--- src/rtl/sdram_row_ctrl_if.sv ---
// Host and SDRAM-channel signal bundle for the row-tracking SDRAM controller.
// The master side drives requests and channel completions; the slave side is the controller.
interface sdram_row_ctrl_if;
  logic        host_req;
  logic        host_rnw;
  logic [21:0] host_addr;
  logic [31:0] host_din;
  logic [3:0]  host_be;
  logic        host_busy;
  logic [31:0] host_dout;
  logic        host_ack;
  logic [12:0] sd_caddr;
  logic        sd_req;
  logic        sd_act;
  logic        sd_pch;
  logic        sd_ref;
  logic        sd_rnw;
  logic [31:0] sd_din;
  logic [3:0]  sd_be;
  logic [31:0] sd_dout;
  logic        sd_ready;

  modport master (
    output host_req, host_rnw, host_addr, host_din, host_be, sd_dout, sd_ready,
    input  host_busy, host_dout, host_ack, sd_caddr, sd_req, sd_act, sd_pch, sd_ref,
           sd_rnw, sd_din, sd_be
  );

  modport slave (
    input  host_req, host_rnw, host_addr, host_din, host_be, sd_dout, sd_ready,
    output host_busy, host_dout, host_ack, sd_caddr, sd_req, sd_act, sd_pch, sd_ref,
           sd_rnw, sd_din, sd_be
  );
endinterface

--- src/rtl/sdram_row_ctrl.sv ---
// Single-bank open-row SDRAM controller: tracks one open row, issues precharge/activate/access
// command pulses with fixed gaps, and inserts periodic refresh between host requests.
module sdram_row_ctrl #(
  parameter int REFRESH_CYCLES = 780,
  parameter int T_RP           = 3,
  parameter int T_RCD          = 3,
  parameter int T_RFC          = 10
) (
  input logic             clk,
  input logic             init,
  sdram_row_ctrl_if.slave bus
);

  typedef enum logic [2:0] {
    IDLE, PRECH, PWAIT, ACTV, AWAIT, ACCESS, REFR, RWAIT
  } state_t;

  localparam int WMAX_C = (T_RFC > T_RP) ? ((T_RFC > T_RCD) ? T_RFC : T_RCD)
                                         : ((T_RP > T_RCD) ? T_RP : T_RCD);
  localparam int WW     = $clog2(WMAX_C + 1);
  localparam int RCW    = (REFRESH_CYCLES > 1) ? $clog2(REFRESH_CYCLES) : 1;

  state_t          state_r;
  logic            row_open_r;
  logic [12:0]     open_row_r;
  logic [RCW-1:0]  refr_cnt_r;
  logic            refresh_pending_r;
  logic            refr_run_r;
  logic            req_valid_r;
  logic            rnw_r;
  logic [21:0]     addr_r;
  logic [31:0]     din_r;
  logic [3:0]      be_r;
  logic [WW-1:0]   wait_r;

  logic            due_s;
  logic            hit_s;
  logic            rnw_s;
  logic [21:0]     addr_s;
  logic [31:0]     din_s;
  logic [3:0]      be_s;

  assign due_s  = (refr_cnt_r == RCW'(REFRESH_CYCLES - 1));
  assign hit_s  = row_open_r && (bus.host_addr[21:9] == open_row_r);
  // In IDLE a command can be issued in the acceptance cycle, before the latches hold the request.
  assign rnw_s  = (state_r == IDLE) ? bus.host_rnw  : rnw_r;
  assign addr_s = (state_r == IDLE) ? bus.host_addr : addr_r;
  assign din_s  = (state_r == IDLE) ? bus.host_din  : din_r;
  assign be_s   = (state_r == IDLE) ? bus.host_be   : be_r;

  // Controller FSM, refresh timer and all registered outputs.
  always_ff @(posedge clk) begin
    if (init) begin
      state_r           <= IDLE;
      row_open_r        <= 1'b0;
      open_row_r        <= 13'h0000;
      refr_cnt_r        <= '0;
      refresh_pending_r <= 1'b0;
      refr_run_r        <= 1'b0;
      req_valid_r       <= 1'b0;
      rnw_r             <= 1'b0;
      addr_r            <= 22'h000000;
      din_r             <= 32'h00000000;
      be_r              <= 4'b0000;
      wait_r            <= '0;
      bus.host_busy     <= 1'b0;
      bus.host_dout     <= 32'h00000000;
      bus.host_ack      <= 1'b0;
      bus.sd_caddr      <= 13'h0000;
      bus.sd_req        <= 1'b0;
      bus.sd_act        <= 1'b0;
      bus.sd_pch        <= 1'b0;
      bus.sd_ref        <= 1'b0;
      bus.sd_rnw        <= 1'b0;
      bus.sd_din        <= 32'h00000000;
      bus.sd_be         <= 4'b0000;
    end else begin
      bus.sd_req   <= 1'b0;
      bus.sd_act   <= 1'b0;
      bus.sd_pch   <= 1'b0;
      bus.sd_ref   <= 1'b0;
      bus.host_ack <= 1'b0;

      if (due_s) begin
        refr_cnt_r        <= '0;
        refresh_pending_r <= 1'b1;
      end else begin
        refr_cnt_r <= refr_cnt_r + RCW'(1);
      end

      if (wait_r != '0) begin
        wait_r <= wait_r - WW'(1);
      end else begin
        wait_r <= wait_r;
      end

      case (state_r)
        IDLE: begin
          if (refresh_pending_r) begin
            bus.host_busy <= 1'b1;
            refr_run_r    <= 1'b1;
            if (row_open_r) begin
              bus.sd_pch <= 1'b1;
              row_open_r <= 1'b0;
              wait_r     <= WW'(T_RP - 1);
              state_r    <= PRECH;
            end else begin
              bus.sd_ref <= 1'b1;
              wait_r     <= WW'(T_RFC - 1);
              state_r    <= REFR;
            end
          end else if (bus.host_req) begin
            req_valid_r   <= 1'b1;
            rnw_r         <= bus.host_rnw;
            addr_r        <= bus.host_addr;
            din_r         <= bus.host_din;
            be_r          <= bus.host_be;
            bus.host_busy <= 1'b1;
            // A refresh falling due now wins; the held request restarts from a closed row.
            if (due_s) begin
              state_r <= IDLE;
            end else if (hit_s) begin
              bus.sd_req   <= 1'b1;
              bus.sd_caddr <= {4'b0000, addr_s[8:0]};
              bus.sd_rnw   <= rnw_s;
              bus.sd_din   <= din_s;
              bus.sd_be    <= be_s;
              state_r      <= ACCESS;
            end else if (row_open_r) begin
              bus.sd_pch <= 1'b1;
              row_open_r <= 1'b0;
              wait_r     <= WW'(T_RP - 1);
              state_r    <= PRECH;
            end else begin
              bus.sd_act   <= 1'b1;
              bus.sd_caddr <= addr_s[21:9];
              row_open_r   <= 1'b1;
              open_row_r   <= addr_s[21:9];
              wait_r       <= WW'(T_RCD - 1);
              state_r      <= ACTV;
            end
          end else begin
            bus.host_busy <= due_s;
          end
        end
        PRECH, PWAIT: begin
          state_r <= PWAIT;
          if (wait_r == '0) begin
            if (refr_run_r) begin
              bus.sd_ref <= 1'b1;
              wait_r     <= WW'(T_RFC - 1);
              state_r    <= REFR;
            end else begin
              bus.sd_act   <= 1'b1;
              bus.sd_caddr <= addr_s[21:9];
              row_open_r   <= 1'b1;
              open_row_r   <= addr_s[21:9];
              wait_r       <= WW'(T_RCD - 1);
              state_r      <= ACTV;
            end
          end else begin
            state_r <= PWAIT;
          end
        end
        ACTV, AWAIT: begin
          if (wait_r == '0) begin
            bus.sd_req   <= 1'b1;
            bus.sd_caddr <= {4'b0000, addr_s[8:0]};
            bus.sd_rnw   <= rnw_s;
            bus.sd_din   <= din_s;
            bus.sd_be    <= be_s;
            state_r      <= ACCESS;
          end else begin
            state_r <= AWAIT;
          end
        end
        ACCESS: begin
          if (bus.sd_ready) begin
            if (rnw_r) begin
              bus.host_dout <= bus.sd_dout;
            end else begin
              bus.host_dout <= bus.host_dout;
            end
            bus.host_ack  <= 1'b1;
            req_valid_r   <= 1'b0;
            bus.host_busy <= refresh_pending_r | due_s;
            state_r       <= IDLE;
          end else begin
            state_r <= ACCESS;
          end
        end
        REFR, RWAIT: begin
          if (wait_r == '0) begin
            refresh_pending_r <= due_s;
            refr_run_r        <= 1'b0;
            row_open_r        <= 1'b0;
            if (req_valid_r) begin
              bus.sd_act   <= 1'b1;
              bus.sd_caddr <= addr_s[21:9];
              row_open_r   <= 1'b1;
              open_row_r   <= addr_s[21:9];
              wait_r       <= WW'(T_RCD - 1);
              state_r      <= ACTV;
            end else begin
              bus.host_busy <= due_s;
              state_r       <= IDLE;
            end
          end else begin
            state_r <= RWAIT;
          end
        end
        default: begin
          state_r <= IDLE;
        end
      endcase
    end
  end

endmodule

--- src/flat_wrapper.sv ---
// flat-port wrapper written by rule: the top's interface ports become plain ports
module sdram_row_ctrl_flat 
#(
  parameter int REFRESH_CYCLES = 780,
  parameter int T_RP           = 3,
  parameter int T_RCD          = 3,
  parameter int T_RFC          = 10
)
  (clk, init, bus_host_req, bus_host_rnw, bus_host_addr, bus_host_din, bus_host_be, bus_sd_dout, bus_sd_ready, bus_host_busy, bus_host_dout, bus_host_ack, bus_sd_caddr, bus_sd_req, bus_sd_act, bus_sd_pch, bus_sd_ref, bus_sd_rnw, bus_sd_din, bus_sd_be);
  sdram_row_ctrl_if bus_i ();
  input logic clk;
  input logic init;
  input wire logic [$bits(bus_i.host_req)-1:0] bus_host_req;
  input wire logic [$bits(bus_i.host_rnw)-1:0] bus_host_rnw;
  input wire logic [$bits(bus_i.host_addr)-1:0] bus_host_addr;
  input wire logic [$bits(bus_i.host_din)-1:0] bus_host_din;
  input wire logic [$bits(bus_i.host_be)-1:0] bus_host_be;
  input wire logic [$bits(bus_i.sd_dout)-1:0] bus_sd_dout;
  input wire logic [$bits(bus_i.sd_ready)-1:0] bus_sd_ready;
  output wire logic [$bits(bus_i.host_busy)-1:0] bus_host_busy;
  output wire logic [$bits(bus_i.host_dout)-1:0] bus_host_dout;
  output wire logic [$bits(bus_i.host_ack)-1:0] bus_host_ack;
  output wire logic [$bits(bus_i.sd_caddr)-1:0] bus_sd_caddr;
  output wire logic [$bits(bus_i.sd_req)-1:0] bus_sd_req;
  output wire logic [$bits(bus_i.sd_act)-1:0] bus_sd_act;
  output wire logic [$bits(bus_i.sd_pch)-1:0] bus_sd_pch;
  output wire logic [$bits(bus_i.sd_ref)-1:0] bus_sd_ref;
  output wire logic [$bits(bus_i.sd_rnw)-1:0] bus_sd_rnw;
  output wire logic [$bits(bus_i.sd_din)-1:0] bus_sd_din;
  output wire logic [$bits(bus_i.sd_be)-1:0] bus_sd_be;
  assign bus_i.host_req = bus_host_req;
  assign bus_i.host_rnw = bus_host_rnw;
  assign bus_i.host_addr = bus_host_addr;
  assign bus_i.host_din = bus_host_din;
  assign bus_i.host_be = bus_host_be;
  assign bus_i.sd_dout = bus_sd_dout;
  assign bus_i.sd_ready = bus_sd_ready;
  assign bus_host_busy = bus_i.host_busy;
  assign bus_host_dout = bus_i.host_dout;
  assign bus_host_ack = bus_i.host_ack;
  assign bus_sd_caddr = bus_i.sd_caddr;
  assign bus_sd_req = bus_i.sd_req;
  assign bus_sd_act = bus_i.sd_act;
  assign bus_sd_pch = bus_i.sd_pch;
  assign bus_sd_ref = bus_i.sd_ref;
  assign bus_sd_rnw = bus_i.sd_rnw;
  assign bus_sd_din = bus_i.sd_din;
  assign bus_sd_be = bus_i.sd_be;
  sdram_row_ctrl #(.REFRESH_CYCLES(REFRESH_CYCLES), .T_RP(T_RP), .T_RCD(T_RCD), .T_RFC(T_RFC)) u_core (.clk(clk), .init(init), .bus(bus_i));
endmodule
--- config.mk ---
export PLATFORM = sky130hd
export DESIGN_NAME = sdram_row_ctrl_flat
export DESIGN_NICKNAME = d
export VERILOG_FILES = /design/src/rtl/sdram_row_ctrl_if.sv /design/src/rtl/sdram_row_ctrl.sv /design/src/flat_wrapper.sv
export SDC_FILE = /design/constraint.sdc
export NUM_CORES = 1
export LEC_CHECK = 0
export BUFFER_PORTS_ARGS = -buffer_cell sky130_fd_sc_hd__clkbuf_2
export CAP_MARGIN = 15
export CORE_MARGIN = 3
export CORE_UTILIZATION = 55
export CTS_BUF_LIST = sky130_fd_sc_hd__clkbuf_4 sky130_fd_sc_hd__clkbuf_8
export CTS_CLUSTER_SIZE = 28
export DETAILED_ROUTE_END_ITERATION = 6
export PLACE_DENSITY = 0.85
export SLEW_MARGIN = 20
export SYNTH_ARGS = -nofsm -noshare
export SYNTH_HDL_FRONTEND = slang
export SYNTH_SLANG_ARGS = --single-unit
--- constraint.sdc ---
create_clock -name clk -period 3 [get_ports clk]
set_input_delay 0.45 -clock clk [delete_from_list [all_inputs] [get_ports clk]]
set_output_delay 0.45 -clock clk [all_outputs]
set_load 0.005 [all_outputs]
## Word level (Yosys, flattened, before mapping)

Index checks and enable logic that the tools add are counted.

| cells by class | value |
|---|---|
| add/subtract/negate cells | 2 |
| equal/unequal tests | 27 |
| mux-type cells | 112 |
| bitwise logic cells | 4 |
| reduce and logical (&&, ||, !) cells | 25 |

Operators with widths:

| kind | number |
|---|---|
| 32-bit 2-to-1 mux | 6 |
| 13-bit 2-to-1 mux | 14 |
| 4-bit 2-to-1 mux | 16 |
| 32-bit one-hot mux with 2 select lines | 1 |
| 13-bit one-hot mux with 4 select lines | 1 |
| 1-bit 2-to-1 mux | 50 |
| 13-bit one-hot mux with 3 select lines | 1 |
| 3-bit 2-to-1 mux | 9 |
| 22-bit 2-to-1 mux | 1 |
| 10-bit AND reduction | 2 |
| 2-bit inequality test, second input constant | 8 |
| 3-bit one-hot mux with 5 select lines | 1 |
| 13-bit == test | 1 |
| 3-bit == test, second input constant | 4 |
| 2-bit by 1-bit inequality test with 1-bit output, second input constant | 6 |
| 4-bit one-hot mux with 3 select lines | 1 |
| 2-bit OR reduction | 6 |
| 10-bit by 1-bit adder with 10-bit output, second input constant | 1 |
| 10-bit == test, second input constant | 1 |
| 1-bit one-hot mux with 2 select lines | 5 |
| 3-bit by 2-bit inequality test with 1-bit output, second input constant | 3 |
| 1-bit one-hot mux with 3 select lines | 3 |
| 3-bit AND reduction | 3 |
| 4-bit one-hot mux with 2 select lines | 1 |
| 16 further kinds | 25 |

| word-level totals | value |
|---|---|
| register bits after elaboration | 181 |
| output and inout bits | 88 |
| logic and storage cells | 193 |

## Logic depth before layout (Yosys ltp)

Gate-level depths: netlist (run 1).

| logic depth | value |
|---|---|
| word-level depth | 8 |
| depth in mapped cells | 11 |
| mapped depth without buffers | 8 |

## Least setup slack after synthesis (run 1)

No wires, ideal clock.

| timing path | value |
|---|---|
| path type | input -> register |
| start point | input bus_host_addr[18] |
| end point | register u_core.bus.sd_caddr[4] |
| library setup time | 122 ps |
| data arrival time | 2367 ps |
| data required time | 2878 ps |
| setup slack | 512 ps |
| stages on the path | 7 |
| path buffers | 1 |
| cell sequence | xor2_1 -> or4_1 -> or4_1 -> a21oi_1 -> buf_2 -> nor3_1 -> a221o_1 |

| on the way | value |
|---|---|
| word-level cells in the longest chain between the ends | 7 |
| elaborated cells on any way between the ends | 9 |
| those cells by class | 2 x eq/ne; 5 x mux; 2 x reduce/logical |

RTL lines:

| what | RTL line | RTL |
|---|---|---|
| from (decl) | flat_wrapper.sv:15 | `input wire logic [$bits(bus_i.host_addr)-1:0] bus_host_addr;` |
| 13-bit == test * | sdram_row_ctrl.sv:44 | `assign hit_s = row_open_r && (bus.host_addr[21:9] == open_row_r);` |
| 1-bit logical AND * | sdram_row_ctrl.sv:44 |  |
| 13-bit 2-to-1 mux | sdram_row_ctrl.sv:122 | `end else if (hit_s) begin` |
| 13-bit 2-to-1 mux | sdram_row_ctrl.sv:120 | `if (due_s) begin` |
| 13-bit 2-to-1 mux | sdram_row_ctrl.sv:112 | `end else if (bus.host_req) begin` |
| 13-bit 2-to-1 mux | sdram_row_ctrl.sv:99 | `if (refresh_pending_r) begin` |
| 13-bit one-hot mux with 4 select lines | sdram_row_ctrl.sv:97 | `case (state_r)` |
| to (signal assigned) | sdram_row_ctrl.sv:124 | `bus.sd_caddr <= {4'b0000, addr_s[8:0]};` |
| to (signal assigned) | sdram_row_ctrl.sv:136 | `bus.sd_caddr <= addr_s[21:9];` |
| to (signal assigned) | sdram_row_ctrl.sv:155 | `bus.sd_caddr <= addr_s[21:9];` |
| to (decl) | sdram_row_ctrl_if.sv:31 | `output host_busy, host_dout, host_ack, sd_caddr, sd_req, sd_act, sd_pch, sd_ref,` |

Mark *: on every way between the ends. The rest lies on a longest branch, timed or not. The select of a mux whose other input is x is not followed.
A chain may end at the register's enable or synchronous reset.

## Final worst setup path (run 1)

| timing path | value |
|---|---|
| start point | register u_core.wait_r[0] |
| end point | register u_core.open_row_r[10] |

| on the way | value |
|---|---|
| word-level cells in the longest chain between the ends | 3 |
| elaborated cells on any way between the ends | 4 |
| those cells by class | 2 x eq/ne; 2 x reduce/logical |

RTL lines:

| what | RTL line | RTL |
|---|---|---|
| from (decl) | sdram_row_ctrl.sv:34 | `logic [WW-1:0] wait_r;` |
| from (signal assigned) | sdram_row_ctrl.sv:92 | `wait_r <= wait_r - WW'(1);` |
| from (signal assigned) | sdram_row_ctrl.sv:94 | `wait_r <= wait_r;` |
| from (signal assigned) | sdram_row_ctrl.sv:105 | `wait_r <= WW'(T_RP - 1);` |
| 4-bit zero test * | sdram_row_ctrl.sv:148, sdram_row_ctrl.sv:193 |  |
| 2-bit by 1-bit inequality test with 1-bit output (no source line) | n/a |  |
| 10-bit AND reduction (no source line) * | n/a |  |
| to (signal assigned) | sdram_row_ctrl.sv:138 | `open_row_r <= addr_s[21:9];` |
| to (signal assigned) | sdram_row_ctrl.sv:157 | `open_row_r <= addr_s[21:9];` |
| to (signal assigned) | sdram_row_ctrl.sv:201 | `open_row_r <= addr_s[21:9];` |
| to (decl) | sdram_row_ctrl.sv:25 | `logic [12:0] open_row_r;` |

Mark *: on every way between the ends. The rest lies on a longest branch, timed or not.

==> key figures, run 1 <==
Final layout
  • Nets: 1186
  • Final std cells w/o fill: 1274
  • Final core occ: 0.6861
  • Most frequent cells in the layout: nand2_1 (302), clkbuf_2 (181), dfxtp_1 (181), a21oi_1 (114), nor2_1 (63)
  • Inserted Diodes: 0
  • Area occupied by multi-input gates: 3526 um2
  • Share of layout cells above drive strength 1: 0.2296
  • Syn-to-layout area delta: 19.04%
  • Register area: 3623 um2
  • Most common cell after layout, fill and taps aside: nand2_1
  • Fill cells: 1143

Timing
  • # setup viols final: 0
  • Slew margin rel.: 0.2766
  • Final TNS setup: 0 ns
  • Tcrit/Tclk final: 0.9354
  • Pin slew with the least headroom to its limit: 1.085 ns
  • RSZ-0062 raised after global routing: false
  • Post-route minimum period: 2.806 ns
  • Worst Skew: 0.01221 ns
  • Max-slew violation count: 0
  • Endpoints failing hold: 0
  • Highest clock rate: 0.3564 GHz
  • Min Hold Slack: 0.2017 ns

Synthesis
  • Yosys top cell area share: 0.4863
  • Synth area leader: dfxtp_1
  • Cells after Synth: 942
  • Fraction of registers with async set/reset: 0
  • Synth Flop Type: dfxtp_1
  • Post-synth EDFFs: 0
  • Flip-flop and latch count after synthesis: 181
  • Syn Area/Cell: 7.910 um2
  • Seq/Total Area, Yosys: 0.4863
  • Post-Syn Nets: 1039
  • Synth top area cells: dfxtp_1 (49%), nand2_1 (15%), a21oi_1 (7.7%), a311oi_1 (4.5%), nor2_1 (3.2%)
  • Yosys Warn Count: 0
  • Distinct cells, synth: 52
  • Mapped Area: 7451 um2

Worst hold path
  • Hold crit path type: primary input to flip-flop

Setup path
  • Crit path max fanout: 15
  • Critical Path AT: 3.19 ns
  • Worst path required time: 3.38 ns
  • Crit Path Category: flip-flop to flip-flop
  • Crit end category: flip-flop
  • CP startpoint kind: flip-flop

Clocking
  • Hold Buf Count CTS: 0
  • Root buf cell: clkbuf_8
  • Setup repair bufs after CTS: 0
  • Clock Path Buffers: 2
  • Clk_lat worst skew: 0.46 ns
  • Clock Sinks: 181
  • CTS tree: yes
  • Clock-pin slew on the worst setup and hold paths: 0.09 ns
  • H-Tree Depth: 4
  • Number of buffers inserted during clock tree synthesis: 17
  • Post-CTS Resized: 0

Power and ir drop
  • Power Density: 928.5 nW/um2
  • Max VDD drop: 0.7247 mV
  • Leakage: 3.646 nW
  • Overall Power: 8.236 mW

Place
  • DPL Wire Length: 12570 um
  • Port bufs: 182
  • Placed insts: 1242
  • GP Congestion: 0.9590

Floorplanning
  • Die Footprint: 14980 um2
  • Rows: 41
  • Initial core utilization: 0.5764
  • Ports: 183
  • Die Y: 122.4 um
  • CORE AREA: 12930 um2
  • Die width: 122.4 um

Drt
  • WL final: 18680 um
  • DR pass1 iterations: 5
  • Via density: 5.550
  • Avg WL per Cell: 14.66 um
  • Residual DRC: 0
  • Initial detailed-routing violation count: 818
  • Post-DRT Antenna Nets: 0
  • Via count: 7071

Global routing
  • GRT Util Overall: 0.2458
  • Overflow after GRT: 0
  • First-pass GRT wire length: 29730 um
  • Vias in the first global route: 6279
  • Initial antenna violation count: 0
  • Pin count of the biggest net entering global routing: 65

Run status
  • Outcome: finished, final reports clean

Flow run
  • Max cap viols: 0
[cell families after synthesis]
family,Yosys count,share of synthesized area
compound gates,220,0.1909
xor+xnor,21,0.02469
fa+ha+maj,3,0.004701
buf+inv,80,0.04181
flops,181,0.4863
mux,14,0.01897
simple gates,423,0.2326
[routing by layer]
metal  up-vias  part of all wire  GRT usage
met5         -                 0          0
met4         0            0.0093    0.07208
met3        19             0.080    0.05899
met2       285              0.47     0.3995
met1      3260              0.44     0.3269
li1       3507                 -          -
[metrics by stage]
step	setup slack [ns]	instance area (um2)
4_1_cts	0.2100	8870
6_report	0.1939	8870
5_1_grt	0.03068	8870
3_5_place_dp	0.1941	8468
2_1_floorplan	0.5117	7451
3_3_place_gp	0.2433	8468
[layout make-up]
cell class,count,area share
clock buffers,21,0.03118
clock inverters,11,0.01411
inverters,8,0.003386
multi-input cells,681,0.3975
flip-flops and latches,181,0.4085
well taps,172,0.02426
repair buffers,200,0.1210
[final timing paths]
| check | end | depth (start not counted) | slack [ns] | startpoint |
|---|---|---|---|---|
| setup / recovery | u_core.open_row_r[10]$_SDFFE_PP0P_ | 8 | 0.19 | u_core.wait_r[0]$_SDFF_PP0_ |
| hold reg to reg | u_core.bus.host_dout[16]$_SDFFE_PP0P_ | 2 | 0.46 | u_core.bus.host_dout[16]$_SDFFE_PP0P_ |
| setup reg to reg | u_core.open_row_r[10]$_SDFFE_PP0P_ | 8 | 0.19 | u_core.wait_r[0]$_SDFF_PP0_ |
| hold / removal | u_core.bus.host_dout[16]$_SDFFE_PP0P_ | 3 | 0.20 | bus_sd_dout[16] |
[state kept, by name, indices dropped and copies added, names as in the netlist, 3 cells and up]
| name | count |
|---|---|
| u_core.bus.host_dout | 32 |
| u_core.bus.sd_din | 32 |
| u_core.din_r | 32 |
| u_core.addr_r | 22 |
| u_core.bus.sd_caddr | 13 |
| u_core.open_row_r | 13 |
| u_core.refr_cnt_r | 10 |
| u_core.be_r | 4 |
| u_core.bus.sd_be | 4 |
| u_core.wait_r | 4 |
| u_core.state_r | 3 |
[report_power, final]
group	switching, mW	total [mW]	internal [mW]
registers	0.364	3.33	2.96
clock network	0.861	1.66	0.804
logic	2.02	3.25	1.23
total	3.24	8.24	4.99
[worst max-delay path, cell delays in order (launching register included)]
cell and delay (ns):
dfxtp_1 0.35, inv_1 0.09, ha_1 0.21, or3b_2 0.62
nor2_1 0.23, a21oi_1 0.08, or3_1 0.52, or2_1 0.40
o22ai_1 0.22
[synthesized netlist by cell type (2+ instances only)]
master	n
a21oi_1	114
o21bai_1	4
inv_1	7
nand2_1	303
and2_1	5
clkbuf_1	57
buf_2	9
or2_2	4
buf_1	6
o31ai_1	2
and3_1	2
a311oi_1	38
or4_1	3
o21ai_0	12
mux2i_1	13
xnor2_1	3
nand3_1	5
a221o_1	9
nor2_1	63
nor4_1	4
o41ai_1	2
a22oi_1	2
nand3b_1	2
or3_1	5
a31o_2	10
nand2b_1	5
o2bb2ai_1	5
dfxtp_1	181
nor3_1	15
ha_1	2
xor2_1	18
a31oi_1	2
a21o_1	3
o22ai_1	9
No activity file was read; power rests on OpenSTA's default activity.
==> run 2: changes to the inputs <==
clock period = 2.99 ns   (was 3 ns; I/O delays follow)
==> run 2 against run 1 <==
Sequential cell count did not move. Critical path type unchanged. Critical endpoint is now u_core.bus.sd_caddr[5]$_SDFFE_PP0P_. Sequential power barely moved. Non-clock buffer count rose by 1. Fmax fell by 1.5%.
==> key figures, run 2 (synthesis gave the netlist of run 1 again) <==
Run status
  • Outcome: finished, final reports clean

Drt
  • DR pass1 iterations: 5 (unchanged)
  • Via count: 7028 (-0.61%)
  • Avg WL per Cell: 14.70 um (+0.26%)
  • Via density: 5.516 (-0.61%)
  • Post-DRT Antenna Nets: 0 (unchanged)
  • Initial detailed-routing violation count: 740 (-9.5%)
  • WL final: 18730 um (+0.26%)
  • Residual DRC: 0 (unchanged)

Global routing
  • First-pass GRT wire length: 30420 um (+2.3%)
  • Vias in the first global route: 6410 (+2.1%)
  • Pin count of the biggest net entering global routing: 65 (unchanged)
  • Overflow after GRT: 0 (unchanged)
  • Initial antenna violation count: 0 (unchanged)
  • GRT Util Overall: 0.2482 (+0.002401)

Setup path
  • Bufs and invs on worst path: 2 (+1)
  • CP startpoint kind: flip-flop
  • Worst-path cell chain: inv_1, ha_1, or3b_2, nor2_1, a21oi_1, or3_1, buf_4, nor3_1, a221o_1
  • Reg-to-reg setup timing slack: 0.14 ns (-0.05 ns)
  • Worst path max stage delay: 0.61 ns (about the same)
  • Critical Path AT: 3.24 ns (+0.05 ns)
  • Worst path required time: 3.38 ns (about the same)
  • Crit end category: flip-flop
  • Delay-heaviest family, CP: simple AND/OR/NAND/NOR gates
  • Crit path max fanout: 15 (unchanged)
  • Crit Path Category: flip-flop to flip-flop
  • Slowest stage cell, crit path: or3b_2

Timing
  • # setup viols final: 0 (unchanged)
  • Endpoints failing hold: 0 (unchanged)
  • Max-slew violation count: 0 (unchanged)
  • Post-route minimum period: 2.848 ns (+0.04143 ns)
  • Highest clock rate: 0.3512 GHz (-1.5%)
  • Final TNS setup: 0 ns (unchanged)
  • Slew margin rel.: 0.4509 (+0.1743)
  • Worst Skew: 0.01491 ns (+0.002694 ns)
  • Tcrit/Tclk final: 0.9523 (+0.01698)
  • Pin slew with the least headroom to its limit: 0.8236 ns (-0.2614 ns)

Final layout
  • Share of layout cells above drive strength 1: 0.2314 (+0.001815)
  • Nets: 1187 (+0.084%)
  • Fin area: 8891 um2 (+0.24%)
  • Most common cell after layout, fill and taps aside: nand2_1
  • Inserted Diodes: 0 (unchanged)
  • Most frequent cells in the layout: nand2_1 (302), clkbuf_2 (181), dfxtp_1 (181), a21oi_1 (113), nor2_1 (63)
  • Biggest regs: u_core.bus.host_dout x32, u_core.bus.sd_din x32, u_core.din_r x32
  • Syn-to-layout area delta: 19.33%
  • Fill cells: 1126 (-1.5%)

Clocking
  • Clock-pin slew on the worst setup and hold paths: 0.09 ns (about the same)
  • Root buf cell: clkbuf_8
  • Clk_lat worst skew: 0.45 ns (about the same)
  • Clock Sinks: 181 (unchanged)
  • H-Tree Depth: 4 (unchanged)
  • Clock Path Buffers: 2 (unchanged)
  • Number of buffers inserted during clock tree synthesis: 17 (unchanged)
  • Setup repair bufs after CTS: 0 (unchanged)
  • CTS tree: yes

Place
  • Port bufs: 182 (unchanged)
  • GP Congestion: 0.9533 (-0.59%)
  • Post-DP Area: 8476 um2 (about the same)
  • DPL Wire Length: 12680 um (+0.93%)

Power and ir drop
  • Max VDD drop: 0.5609 mV (-23%)
  • Leakage: 3.669 nW (+0.64%)
  • Power Density: 933.8 nW/um2 (+0.57%)

Floorplanning
  • Ports: 183 (unchanged)
  • Rows: 41 (unchanged)
  • Die width: 122.4 um (unchanged)
  • Die Y: 122.4 um (unchanged)
  • Initial core utilization: 0.5764 (unchanged)
  • Die Footprint: 14980 um2 (unchanged)
  • CORE AREA: 12930 um2 (unchanged)

Flow run
  • Max cap viols: 0 (unchanged)

Worst hold path
  • Hold crit path type: primary input to flip-flop
==> run 2: path summary, 6_finish.rpt <==
check	from	end	cells past startpoint
setup / recovery	u_core.wait_r[0]$_SDFF_PP0_	u_core.bus.sd_caddr[5]$_SDFFE_PP0P_	9
hold / removal	bus_sd_dout[2]	u_core.bus.host_dout[2]$_SDFFE_PP0P_	3
setup reg to reg	u_core.wait_r[0]$_SDFF_PP0_	u_core.bus.sd_caddr[5]$_SDFFE_PP0P_	9
hold reg to reg	u_core.bus.host_dout[5]$_SDFFE_PP0P_	u_core.bus.host_dout[5]$_SDFFE_PP0P_	2
==> run 2: area by class of cell <==
class                      instances  area, um2  area share
clock buffer                      24      311.5     0.03504
inverter                           8      30.03    0.003377
sequential                       181       3623      0.4075
clock inverter                     7      95.09     0.01070
tap                              172      215.2     0.02420
multi-input combinational        681       3535      0.3976
timing repair buffer             201       1081      0.1216
==> run 2: worst min-delay path, stage by stage <==
cell      delay (ns)
clkbuf_2        0.08
nand2_1         0.04
a21oi_1         0.05
==> run 2: report_power, final <==
part | switching, mW | internal [mW] | leakage [nW]
registers | 0.366 | 2.97 | 1.47
logic | 2.04 | 1.24 | 1.99
clock network | 0.827 | 0.858 | 0.210
total | 3.23 | 5.07 | 3.67
==> run 2: repair_timing <==
item,CTS,global route
setup endpoints to repair,0,2
resized for setup,0,1
hold buffers,0,0
==> run 2: layer usage <==
metal / wire length (um) / vias up / GRT usage
met5: 0 / - / 0
met4: 281 / 0 / 0.08188
met3: 1405 / 21 / 0.04747
met2: 8870 / 277 / 0.4016
met1: 8171 / 3221 / 0.3354
li1: - / 3509 / -
==> run 2: metrics by stage <==
| step | instances | setup WS (ns) | hold WS [ns] | util | total power, mW |
|---|---|---|---|---|---|
| 4_1_cts | 1274 | 0.1795 | 0.1804 | 0.6871 | 8.295 |
| 3_3_place_gp | 1243 | 0.2280 | 0.4411 | 0.6556 | 6.529 |
| 5_1_grt | 1274 | -0.01036 | 0.1984 | 0.6878 | 8.881 |
| 6_report | 1274 | 0.1425 | 0.2099 | 0.6878 | 8.303 |
| 2_1_floorplan | 942 | 0.5032 | 0.4260 | - | 5.582 |
| 3_5_place_dp | 1243 | 0.2085 | 0.4454 | 0.6556 | 6.613 |
==> run 3: changes to the inputs <==
ABC_AREA = 1   (was unset)
CORE_UTILIZATION = 56   (was 55)
PLACE_DENSITY = 0.86   (was 0.85)
==> run 3 against run 2 <==
Non-clock buffer count fell by 4. Combinational power grew 20%. Clock skew increased by 0.00050 ns. Critical endpoint is now u_core.addr_r[16]$_SDFFE_PP0P_. Largest power group is now combinational cells. Sequential share of layout area decreased by 1.2 points. Via count grew 10%. Total power grew 10%. Core utilization fell by 0.71 points. Critical path type unchanged. Sequential power increased by 2%.
==> key figures, run 3 <==
Synthesis
  • Cells after Synth: 1143 (+21%)
  • Synth top area cells: dfxtp_1 (46%), nand2_1 (16%), nor2_1 (9.1%), o21ai_0 (7.3%), a21oi_1 (5.3%)
  • Yosys top cell area share: 0.4646 (-0.02169)
  • Post-synthesis xor/xnor area fraction: 0.004492 (-0.02019)
  • Post-Syn Nets: 1240 (+19%)
  • Mapped Area: 7799 um2 (+4.7%)
  • Post-synth EDFFs: 0 (unchanged)
  • Distinct cells, synth: 32 (-38%)
  • Fraction of registers with async set/reset: 0 (unchanged)
  • Main combinational cell family by area after synthesis: simple AND/OR/NAND/NOR gates
  • Count leader, synth: nand2_1
  • Post-synthesis simple-gate area fraction: 0.3138 (+0.08124)
  • Synth area leader: dfxtp_1
  • Synth Flop Type: dfxtp_1
  • Synth cell count leaders: nand2_1 (329), nor2_1 (189), dfxtp_1 (181)
  • Post-Synth Adder-Cell Area: 0.003209 (-0.001493)
  • Synth Area in Compound Gates: 0.1351 (-0.05584)
  • Seq/Total Area, Yosys: 0.4646 (-0.02169)
  • Syn Area/Cell: 6.823 um2 (-14%)
  • Yosys Warn Count: 0 (unchanged)
  • Post-synthesis mux area share: 0 (-0.01898)
  • Flip-flop and latch count after synthesis: 181 (unchanged)

Power and ir drop
  • Max VDD drop: 0.7225 mV (+29%)
  • Power Density: 999.3 nW/um2 (+7.0%)
  • Leakage: 4.362 nW (+19%)

Clocking
  • Setup repair bufs after CTS: 0 (unchanged)
  • Root buf cell: clkbuf_8
  • Clock Path Buffers: 2 (unchanged)
  • Clk_lat worst skew: 0.47 ns (+0.02 ns)
  • H-Tree Depth: 4 (unchanged)
  • Number of buffers inserted during clock tree synthesis: 17 (unchanged)
  • Clock Sinks: 181 (unchanged)
  • Hold Buf Count CTS: 0 (unchanged)
  • CTS tree: yes
  • Post-CTS Resized: 0 (unchanged)
  • Clock-pin slew on the worst setup and hold paths: 0.09 ns (about the same)

Floorplanning
  • Die Footprint: 15380 um2 (+2.7%)
  • Ports: 183 (unchanged)
  • Rows: 42 (+2.4%)
  • Initial core utilization: 0.5797 (+0.003341)
  • CORE AREA: 13450 um2 (+4.1%)
  • Die Y: 124.0 um (+1.3%)
  • Die width: 124.0 um (+1.3%)

Timing
  • Tcrit/Tclk final: 0.8289 (-0.1235)
  • Max-slew violation count: 0 (unchanged)
  • Post-route minimum period: 2.478 ns (-0.3692 ns)
  • # setup viols final: 0 (unchanged)
  • Pin slew with the least headroom to its limit: 0.8051 ns (-0.01853 ns)
  • Final TNS setup: 0 ns (unchanged)
  • RSZ-0062 raised after global routing: false
  • Worst Skew: 0.01541 ns (+0.0005018 ns)
  • Slew margin rel.: 0.4625 (+0.01157)
  • Highest clock rate: 0.4035 GHz (+15%)
  • Min Hold Slack: 0.2099 ns (unchanged)
  • Endpoints failing hold: 0 (unchanged)

Final layout
  • Final std cells w/o fill: 1480 (+16%)
  • Share of layout cells above drive strength 1: 0.1894 (-0.04198)
  • Syn-to-layout area delta: 17.42%
  • Most common cell after layout, fill and taps aside: nand2_1
  • Inserted Diodes: 0 (unchanged)
  • Most frequent cells in the layout: nand2_1 (328), nor2_1 (189), clkbuf_2 (182), dfxtp_1 (181), o21ai_0 (113)
  • Nets: 1388 (+17%)
  • Biggest regs: u_core.bus.host_dout x32, u_core.bus.sd_din x32, u_core.din_r x32

Setup path
  • RR Endpoint: u_core.addr_r[16]$_SDFFE_PP0P_
  • Crit end category: flip-flop
  • Critical Path AT: 2.83 ns (-0.41 ns)
  • CP startpoint kind: flip-flop
  • Worst path max stage delay: 0.45 ns (-0.16 ns)
  • Slowest stage cell, crit path: inv_2
  • Reg-to-reg setup timing slack: 0.51 ns (+0.37 ns)
  • Crit Reg-Reg Startpoint: u_core.state_r[0]$_SDFFE_PP0N_
  • Crit path max fanout: 46 (+31)
  • Worst-path cell chain: nor2_2, inv_2, nor2_4, inv_2, nor2_2, inv_2, nor2_4, inv_2, nor2_1, nor2_1
  • Worst path required time: 3.34 ns (-0.04 ns)
  • Most numerous cell on the critical path: inv_2
  • Reg2Reg Depth: 10 (+1)
  • Crit Path Category: flip-flop to flip-flop

Global routing
  • Vias in the first global route: 6865 (+7.1%)
  • GRT Util Overall: 0.2542 (+0.006019)
  • Overflow after GRT: 0 (unchanged)
  • Initial antenna violation count: 0 (unchanged)
  • First-pass GRT wire length: 31460 um (+3.4%)
  • Pin count of the biggest net entering global routing: 65 (unchanged)

Worst hold path
  • Hold crit path type: primary input to flip-flop
  • Hold Crit Depth: 3 (unchanged)
  • Worst Hold Launch: bus_host_be[3]
  • Hold Path End: u_core.be_r[3]$_SDFFE_PP0P_

Place
  • Placed insts: 1448 (+16%)
  • Port bufs: 182 (unchanged)
  • GP Congestion: 0.9103 (-4.5%)
  • DPL Wire Length: 13380 um (+5.5%)

Drt
  • Via density: 5.222 (-5.3%)
  • DR pass1 iterations: 5 (unchanged)
  • Initial detailed-routing violation count: 554 (-25%)
  • Residual DRC: 0 (unchanged)
  • Post-DRT Antenna Nets: 0 (unchanged)
  • WL final: 19800 um (+5.7%)
  • Avg WL per Cell: 13.38 um (-9.0%)
  • Via count: 7728 (+10%)

Flow run
  • Max cap viols: 0 (unchanged)

Run status
  • Outcome: finished, final reports clean
run 3: cell count changes after synthesis, sizes merged, moves of 31 or more:
cell / before / now
a21oi: 114 / 83
nor2: 63 / 195
o21ai: 12 / 114
nand3: 5 / 69
inv: 7 / 71
a311oi: 38 / 1
run 3: routing by layer:
layer,global-route usage,part of all wire,routed length [um]
met1,0.3136,0.43,8424
met2,0.4373,0.47,9319
met3,0.06630,0.091,1808
met4,0.07461,0.013,249
met5,0,0,0
run 3: critical path: cells and delay by family (launching register included):
family        cells  cell delay, ns
flops             1            0.34
simple gates      6            1.23
buf+inv           4            0.78
run 3: worst max path at each step:
stage	endpoint	slack [ns]	from	cells after the start
6_report	u_core.addr_r[16]$_SDFFE_PP0P_	0.51	u_core.state_r[0]$_SDFFE_PP0N_	10
2_1_floorplan	u_core.bus.sd_caddr[3]$_SDFFE_PP0P_	1.26	u_core.wait_r[0]$_SDFF_PP0_	12
5_1_grt	u_core.addr_r[15]$_SDFFE_PP0P_	0.22	u_core.state_r[0]$_SDFFE_PP0N_	10
4_1_cts	u_core.addr_r[16]$_SDFFE_PP0P_	0.49	u_core.state_r[0]$_SDFFE_PP0N_	10
3_5_place_dp	u_core.addr_r[16]$_SDFFE_PP0P_	0.51	u_core.state_r[0]$_SDFFE_PP0N_	10
3_3_place_gp	u_core.req_valid_r$_SDFFE_PP0P_	0.62	u_core.state_r[0]$_SDFFE_PP0N_	9
run 3: final cells by class:
type / instances / area (um2)
timing repair buffer: 197 / 1036
fill: 1189 / 4295
sequential: 181 / 3623
clock inverter: 15 / 203.9
multi-input combinational: 823 / 3573
inverter: 71 / 266.5
clock buffer: 17 / 234.0
tap: 176 / 220.2
run 3: power by group:
group	switching, mW	internal, mW
sequential	0.362	3.06
clock	0.897	0.918
combinational	2.66	1.26
total	3.92	5.23
run 3: per-stage QoR:
stage	power (mW)	instance area [um2]	setup WS (ns)	util
after floorplan	6.371	7799	1.260	-
after global placement	7.299	8720	0.6239	0.6482
after detailed placement	7.377	8720	0.5095	0.6482
after CTS	9.180	9158	0.4948	0.6807
after global routing	9.871	9158	0.2168	0.6807
final	9.151	9158	0.5117	0.6807
run 3: cell families after synthesis:
| group | after synthesis |
|---|---|
| compound gates | 205 |
| xor+xnor | 4 |
| fa+ha+maj | 2 |
| buf+inv | 139 |
| flops | 181 |
| simple gates | 612 |
